File: src/rtl/stack_ctrl.sv
// Call/flag stack sequencer: arbitrates IRQ over CU, turns request/ack handshakes into
// single-cycle push/pop strobes, and tracks occupancy with sticky overflow/underflow flags.
module stack_ctrl #(
  parameter int unsigned STACK_LEN = 16,
  parameter int unsigned DEPTH_W   = 5
) (
  input  logic               CLK,
  input  logic               RESET,
  input  logic               irq_push_req,
  input  logic               irq_pop_req,
  input  logic               cu_push_req,
  input  logic               cu_pop_req,
  input  logic               err_clr,
  output logic               irq_ack,
  output logic               cu_ack,
  output logic               req_err,
  output logic               stk_push,
  output logic               stk_pop,
  output logic               grant_irq,
  output logic [DEPTH_W-1:0] depth,
  output logic               full,
  output logic               empty,
  output logic               ovf_err,
  output logic               unf_err
);

  localparam logic [DEPTH_W-1:0] MaxDepth = DEPTH_W'(STACK_LEN);
  localparam logic [DEPTH_W-1:0] One      = DEPTH_W'(1);

  typedef enum logic [1:0] {StIdle, StExec, StDone} state_e;

  state_e state_q;
  logic   op_push_q;
  logic   op_bad_q;
  logic   irq_any;
  logic   cu_any;

  assign irq_any = irq_push_req | irq_pop_req;
  assign cu_any  = cu_push_req | cu_pop_req;

  always_ff @(posedge CLK or negedge RESET) begin
    if (!RESET) begin
      state_q   <= StIdle;
      op_push_q <= 1'b0;
      op_bad_q  <= 1'b0;
      irq_ack   <= 1'b0;
      cu_ack    <= 1'b0;
      req_err   <= 1'b0;
      stk_push  <= 1'b0;
      stk_pop   <= 1'b0;
      grant_irq <= 1'b0;
      depth     <= '0;
      full      <= 1'b0;
      empty     <= 1'b1;
      ovf_err   <= 1'b0;
      unf_err   <= 1'b0;
    end else begin
      irq_ack  <= 1'b0;
      cu_ack   <= 1'b0;
      req_err  <= 1'b0;
      stk_push <= 1'b0;
      stk_pop  <= 1'b0;
      // Clear first so a coincident error event below overrides it.
      if (err_clr) begin
        ovf_err <= 1'b0;
        unf_err <= 1'b0;
      end
      unique case (state_q)
        StIdle: begin
          if (irq_any) begin
            grant_irq <= 1'b1;
            op_push_q <= irq_push_req;
            op_bad_q  <= irq_push_req & irq_pop_req;
            state_q   <= StExec;
          end else if (cu_any) begin
            grant_irq <= 1'b0;
            op_push_q <= cu_push_req;
            op_bad_q  <= cu_push_req & cu_pop_req;
            state_q   <= StExec;
          end
        end
        StExec: begin
          irq_ack <= grant_irq;
          cu_ack  <= ~grant_irq;
          if (op_bad_q) begin
            req_err <= 1'b1;
          end else if (op_push_q) begin
            if (depth < MaxDepth) begin
              stk_push <= 1'b1;
              depth    <= depth + One;
              full     <= (depth + One) == MaxDepth;
              empty    <= 1'b0;
            end else begin
              req_err <= 1'b1;
              ovf_err <= 1'b1;
            end
          end else begin
            if (depth != '0) begin
              stk_pop <= 1'b1;
              depth   <= depth - One;
              empty   <= depth == One;
              full    <= 1'b0;
            end else begin
              req_err <= 1'b1;
              unf_err <= 1'b1;
            end
          end
          state_q <= StDone;
        end
        StDone: begin
          // Gives the requester one cycle to drop its request.
          state_q <= StIdle;
        end
        default: begin
          state_q <= StIdle;
        end
      endcase
    end
  end

endmodule

File: config.mk
export PLATFORM = sky130hd
export DESIGN_NAME = stack_ctrl
export DESIGN_NICKNAME = d
export VERILOG_FILES = /design/src/rtl/stack_ctrl.sv
export SDC_FILE = /design/constraint.sdc
export NUM_CORES = 1
export LEC_CHECK = 0
export BUFFER_PORTS_ARGS = -buffer_cell sky130_fd_sc_hd__clkbuf_2
export CORE_UTILIZATION = 30
export CTS_CLUSTER_SIZE = 20
export DETAILED_ROUTE_END_ITERATION = 8
export GPL_ROUTABILITY_DRIVEN = 0
export SYNTH_ARGS = -nofsm -noshare
export SYNTH_HDL_FRONTEND = slang
export SYNTH_SLANG_ARGS = --single-unit
export TNS_END_PERCENT = 1
File: constraint.sdc
create_clock -name CLK -period 4.1 [get_ports CLK]
set_input_delay 0.41 -clock CLK [delete_from_list [all_inputs] [get_ports CLK]]
set_output_delay 0.41 -clock CLK [all_outputs]
set_load 0.05 [all_outputs]
==> reports/results.txt, run 1 <==
status = finished with violations
failing checks = DRC
Final Cycle Share = 48.5%
placed insts = 138
commonest non-fill, non-tap cell in the layout = clkbuf_2
Worst-path clk slew = 0.12 ns
Synth Register Bits = 19
wire per inst = 11.6 um
Syn Std Cell Area = 922 sq um
Port Buf Inserts = 21
measured slew at the worst slew-check pin = 0.538 ns
CP Data Arrival Time = 2.17 ns
cts repair resizes = 0
sequential share of the synthesized area = 51.7%
antenna violations before repair = 0
TNS Setup = 0 ns
total die area = 0.00330 sq mm
Post-Syn Instances = 90
Ant. Diodes = 0
CTS tree = built
clock skew = 0.0112 ns
final number of setup-violating endpoints = 0
CTS Sinks = 19
Tot Pwr = 896 uW
Worst VDD drop = 0.180 mV
Chip Height = 57.4 um
Fmax = 0.502 GHz
post-layout util = 37.9%
first-pass GRT wire length = 2840 um
Setup Crit Path Kind = flop to flop
RSZ-0062 raised after global routing = false
drt first pass iters = 6
io pins = 22
layout cells sized above 1 = 26.1%
core footprint = 0.00283 sq mm
GRT Residual Overflow = 0
largest cells by area after synthesis = dfrtp_1 49%, ha_1 5.4%, nor2_1 4.5%
initial drt markers = 18
fin nets = 123
postcts setup bufs = 0
FP Rows = 19
total CTS buffers = 3
Post-synth ARST share = 100%
crit start category = flop
post-DR vias/cell = 4.95
WHS = 0.0174 ns
final hold violations = 0
relative slew slack = 63.9%
number of routed nets with antenna violations = 0
fin cells = 142
Worst-Skew Late Latency = 0.31 ns
Final Max Slew Viols = 0
Syn Nets = 101
Cell Pwr Density = 836 mW/mm^2
area leader, netlist = dfrtp_1
worst-path maximum fanout = 9
most frequent cells in the layout = 21 x clkbuf_2, 18 x dfrtp_1, 11 x nor2_1
CP required = 4.28 ns
number of enable flip-flop cells after synthesis = 0
CTS Hold Buffers Added = 0
Starting Density = 32.6%
worst min path class = input port to asynchronous set/reset pin
DRT Wirelength = 1640 um
P_leak = 0.509 nW
area delta synth->final = 16.1%
clock tree buffer depth = 2
YS warnings = 0
Mapped Avg Cell Area = 10.2 sq um
crit end category = flop
GRT Util Overall = 11.2%
Netlist cell types = 28
pin count of the biggest net entering global routing = 20
Synth top area share = 48.8%
Max-Cap Viols = 0
CTS root buffer = clkbuf_4
CTS HTree Levels = 1
DRC viols = 2
Fillers = 283
hpwl dp = 1230 um
ys flop type = dfrtp_1
Final min period = 1.99 ns
Via Count = 703
vias in the first global route = 666
die width = 57.4 um
synthesized netlist by cell type (2+ instances only):
cell     count
a21oi_1      7
a31oi_1      2
buf_2        2
dfrtp_1     18
ha_1         4
inv_1        7
nand2_1      5
nand3_1      6
nor2_1      11
nor3_1       2
nor4_1       2
o21ai_0      3
o32ai_1      2
xnor2_1      2
xor2_1       4
stage by stage:
step	cell area (sq um)	setup WS, ns
CTS	1070	2.11
detailed placement	1040	2.12
global route	1070	2.00
floorplan	922	2.05
finish	1070	2.11
global placement	1040	2.20
final timing paths:
kind | start | end | slack, ns | cells past startpoint
min reg2reg | grant_irq$_DFFE_PN0P_ | cu_ack$_DFF_PN0_ | 0.46 | 1
max reg2reg | depth[0]$_DFFE_PN0P_ | depth[2]$_DFFE_PN0P_ | 2.11 | 6
min | RESET | state_q[0]$_DFFE_PN0P_ | 0.02 | 1
max | depth[0]$_DFFE_PN0P_ | depth[2]$_DFFE_PN0P_ | 2.11 | 6
min in group CLK | err_clr | ovf_err$_DFF_PN0_ | 0.29 | 2
max in group asynchronous | RESET | empty$_DFFE_PN1P_ | 3.73 | 1
power by group:
group,leakage (nW),switching (mW),internal (mW)
Clock,0.0139,0.0628,0.0372
Sequential,0.241,0.0949,0.257
Combinational,0.254,0.313,0.130
Total,0.509,0.471,0.425
sequential cells by signal (all words and copies together), names as in the netlist:
name and count:
depth 5, state_q 2, cu_ack 1, unf_err 1, op_bad_q 1, ovf_err 1
full 1, irq_ack 1, op_push_q 1, empty 1, stk_push 1, req_err 1
grant_irq 1, stk_pop 1
cell type report:
type                    count  area (sq um)  share of cell area, %
clock buffers               3          22.5                   2.10
repair buffers             21           105                   9.81
flip-flops and latches     19           477                   44.5
well taps                  31          38.8                   3.62
clock inverters             1          7.51                  0.701
multi-input cells          60           394                   36.8
inverters                   7          26.3                   2.45
layer usage:
layer	wire [um]	GRT usage (%)	vias to the layer above
met5	0	0	-
met4	25	8.36	0
met2	774	17.1	17
li1	-	-	352
met1	792	14.8	331
met3	51	0.680	3
critical path: stages (launching register included):
cell	delay (ns)
dfrtp_1	0.49
inv_1	0.10
ha_1	0.21
or3b_4	0.41
o311ai_4	0.39
nor2_1	0.11
xor2_1	0.16
kinds of logic after synthesis:
family	share of synthesized area [%]
simple gates	17.2
fa+ha+maj	5.43
compound gates	13.3
mux	1.09
buf+inv	5.56
flops	51.7
xor+xnor	5.70
Note: power is estimated with default switching activity, not from simulation.
==> run 2, diff against run 1 <==
clock period = 1.7 ns   (was 4.1 ns; I/O delays follow)
==> run 2 against run 1 <==
  * Core utilization grew 5.2 points
  * Clock power grew 140%
  * Global-route usage grew 1.4 points
  * Combinational power grew to 3.3 times the previous value
  * Worst hold slack gained 0.033 ns
  * First-iteration DRC count shrank 28%
  * The run ends with DRC, setup timing left
==> reports/results.txt, run 2 (synthesized netlist as in run 1, its figures left out) <==
Worst VDD drop = 0.496 mV
hpwl dp = 1390 um
status = finished with violations
CP Data Arrival Time = 1.95 ns
worst min path class = input port to flop
FP Rows = 19
DRT Wirelength = 1850 um
fin nets = 138
P_leak = 0.586 nW
Via Count = 773
drt first pass iters = 6
most frequent cells in the layout = 21 x clkbuf_2, 16 x dfrtp_1, 12 x buf_4
fin cells = 157
Final Max Slew Viols = 0
number of routed nets with antenna violations = 0
Max-Cap Viols = 0
internal power = 1.24 mW
CP required = 1.90 ns
TNS Setup = -0.0756 ns
core footprint = 0.00283 sq mm
io pins = 22
worst-path maximum fanout = 4
Fmax = 0.572 GHz
RSZ-0062 raised after global routing = true
Port Buf Inserts = 21
measured slew at the worst slew-check pin = 0.563 ns
pre-CTS WS = -0.0978 ns
first-pass GRT wire length = 3170 um
post-DR vias/cell = 4.92
Comb pwr share = 60.3%
GRT Residual Overflow = 0
commonest non-fill, non-tap cell in the layout = clkbuf_2
WHS = 0.0508 ns
initial drt markers = 13
post-route cell area = 0.00122 sq mm
crit path max-delay cell type = dfrtp_2
failing checks = DRC, setup timing
Worst Slack Setup Final = -0.0492 ns
first element of the critical path = depth[1]$_DFFE_PN0P_
CTS HTree Levels = 1
total CTS buffers = 3
final number of setup-violating endpoints = 4
relative slew slack = 62.2%
Clk pwr share = 9.7%
Worst-path clk slew = 0.11 ns
CTS Sinks = 19
Cell Pwr Density = 2010 mW/mm^2
die width = 57.4 um
area delta synth->final = 32.2%
max reg flops = 5
Final Cycle Share = 103%
Biggest register = depth
biggest cell delay along the critical path = 0.43 ns
Final min period = 1.75 ns
placed insts = 150
Reg power frac = 30.0%
CTS root buffer = clkbuf_4
post-layout util = 43.1%
crit end category = flop
reg2reg start = depth[1]$_DFFE_PN0P_
delay-heaviest family, CP = simple AND/OR/NAND/NOR gates
Worst-Skew Late Latency = 0.30 ns
Cell Area, Placed = 0.00115 sq mm
CP Buf/Inv Count = 2
layout cells sized above 1 = 41.3%
crit start category = flop
Starting Density = 32.6%
Chip Height = 57.4 um
wire per inst = 11.8 um
final hold violations = 0
Setup Crit Path Kind = flop to flop
GRT Util Overall = 12.6%
clock skew = 0.00286 ns
Hold Startpoint = err_clr
switching share of total power = 49.5%
DRC viols = 2
total die area = 0.00330 sq mm
Largest regs = depth (5), state_q (2)
vias in the first global route = 763
Tot Pwr = 2.45 mW
pin count of the biggest net entering global routing = 20
Ant. Diodes = 0
CTS tree = built
Net Switching = 1.21 mW
clock tree buffer depth = 2
crit-path cells = inv_2 > ha_4 > or3b_4 > o311ai_4 > buf_4 > nor2_1 > xor2_1
antenna violations before repair = 0
==> run 2: path summary, 6_finish.rpt <==
path | to | slack (ns) | cells after the start
max in group asynchronous | empty$_DFFE_PN1P_ | 1.03 | 2
min in group asynchronous | unf_err$_DFF_PN0_ | 0.33 | 2
worst max-delay path | depth[2]$_DFFE_PN0P_ | -0.05 | 7
worst min register to register | cu_ack$_DFF_PN0_ | 0.47 | 1
worst min-delay path | unf_err$_DFF_PN0_ | 0.05 | 2
worst max register to register | depth[2]$_DFFE_PN0P_ | -0.05 | 7
==> run 2: repair_timing <==
| item | CTS | global route |
|---|---|---|
| pin swaps | 1 | 1 |
| hold buffers | 1 | 0 |
| setup buffers | 2 | 0 |
| gates resized for setup | 0 | 6 |
| setup endpoints to repair | 6 | 6 |
| hold endpoints to repair | 18 | 0 |
==> run 2: power groups by stage <==
stage          clock [mW]  sequential, mW  combinational [mW]
2_1_floorplan           0            1.18               0.581
3_3_place_gp            0           0.739                1.41
3_5_place_dp            0           0.741                1.43
4_1_cts             0.241           0.736                1.46
5_1_grt             0.252           0.761                1.60
6_report            0.237           0.737                1.48
==> run 2: cell type report <==
class                      instances  area, sq um
clock buffer                       3         22.5
clock inverter                     1         5.00
fill                             272         1610
inverter                           7         26.3
multi-input combinational         60          419
sequential                        19          479
tap                               31         38.8
timing repair buffer              36          228
==> run 2: per-layer routing <==
layer,GRT usage [%],share of wire [%],vias to the layer above
li1,-,-,387
met1,15.3,46,364
met2,21.3,48,18
met3,1.81,3.6,4
met4,7.32,2.3,0
met5,0,0,-
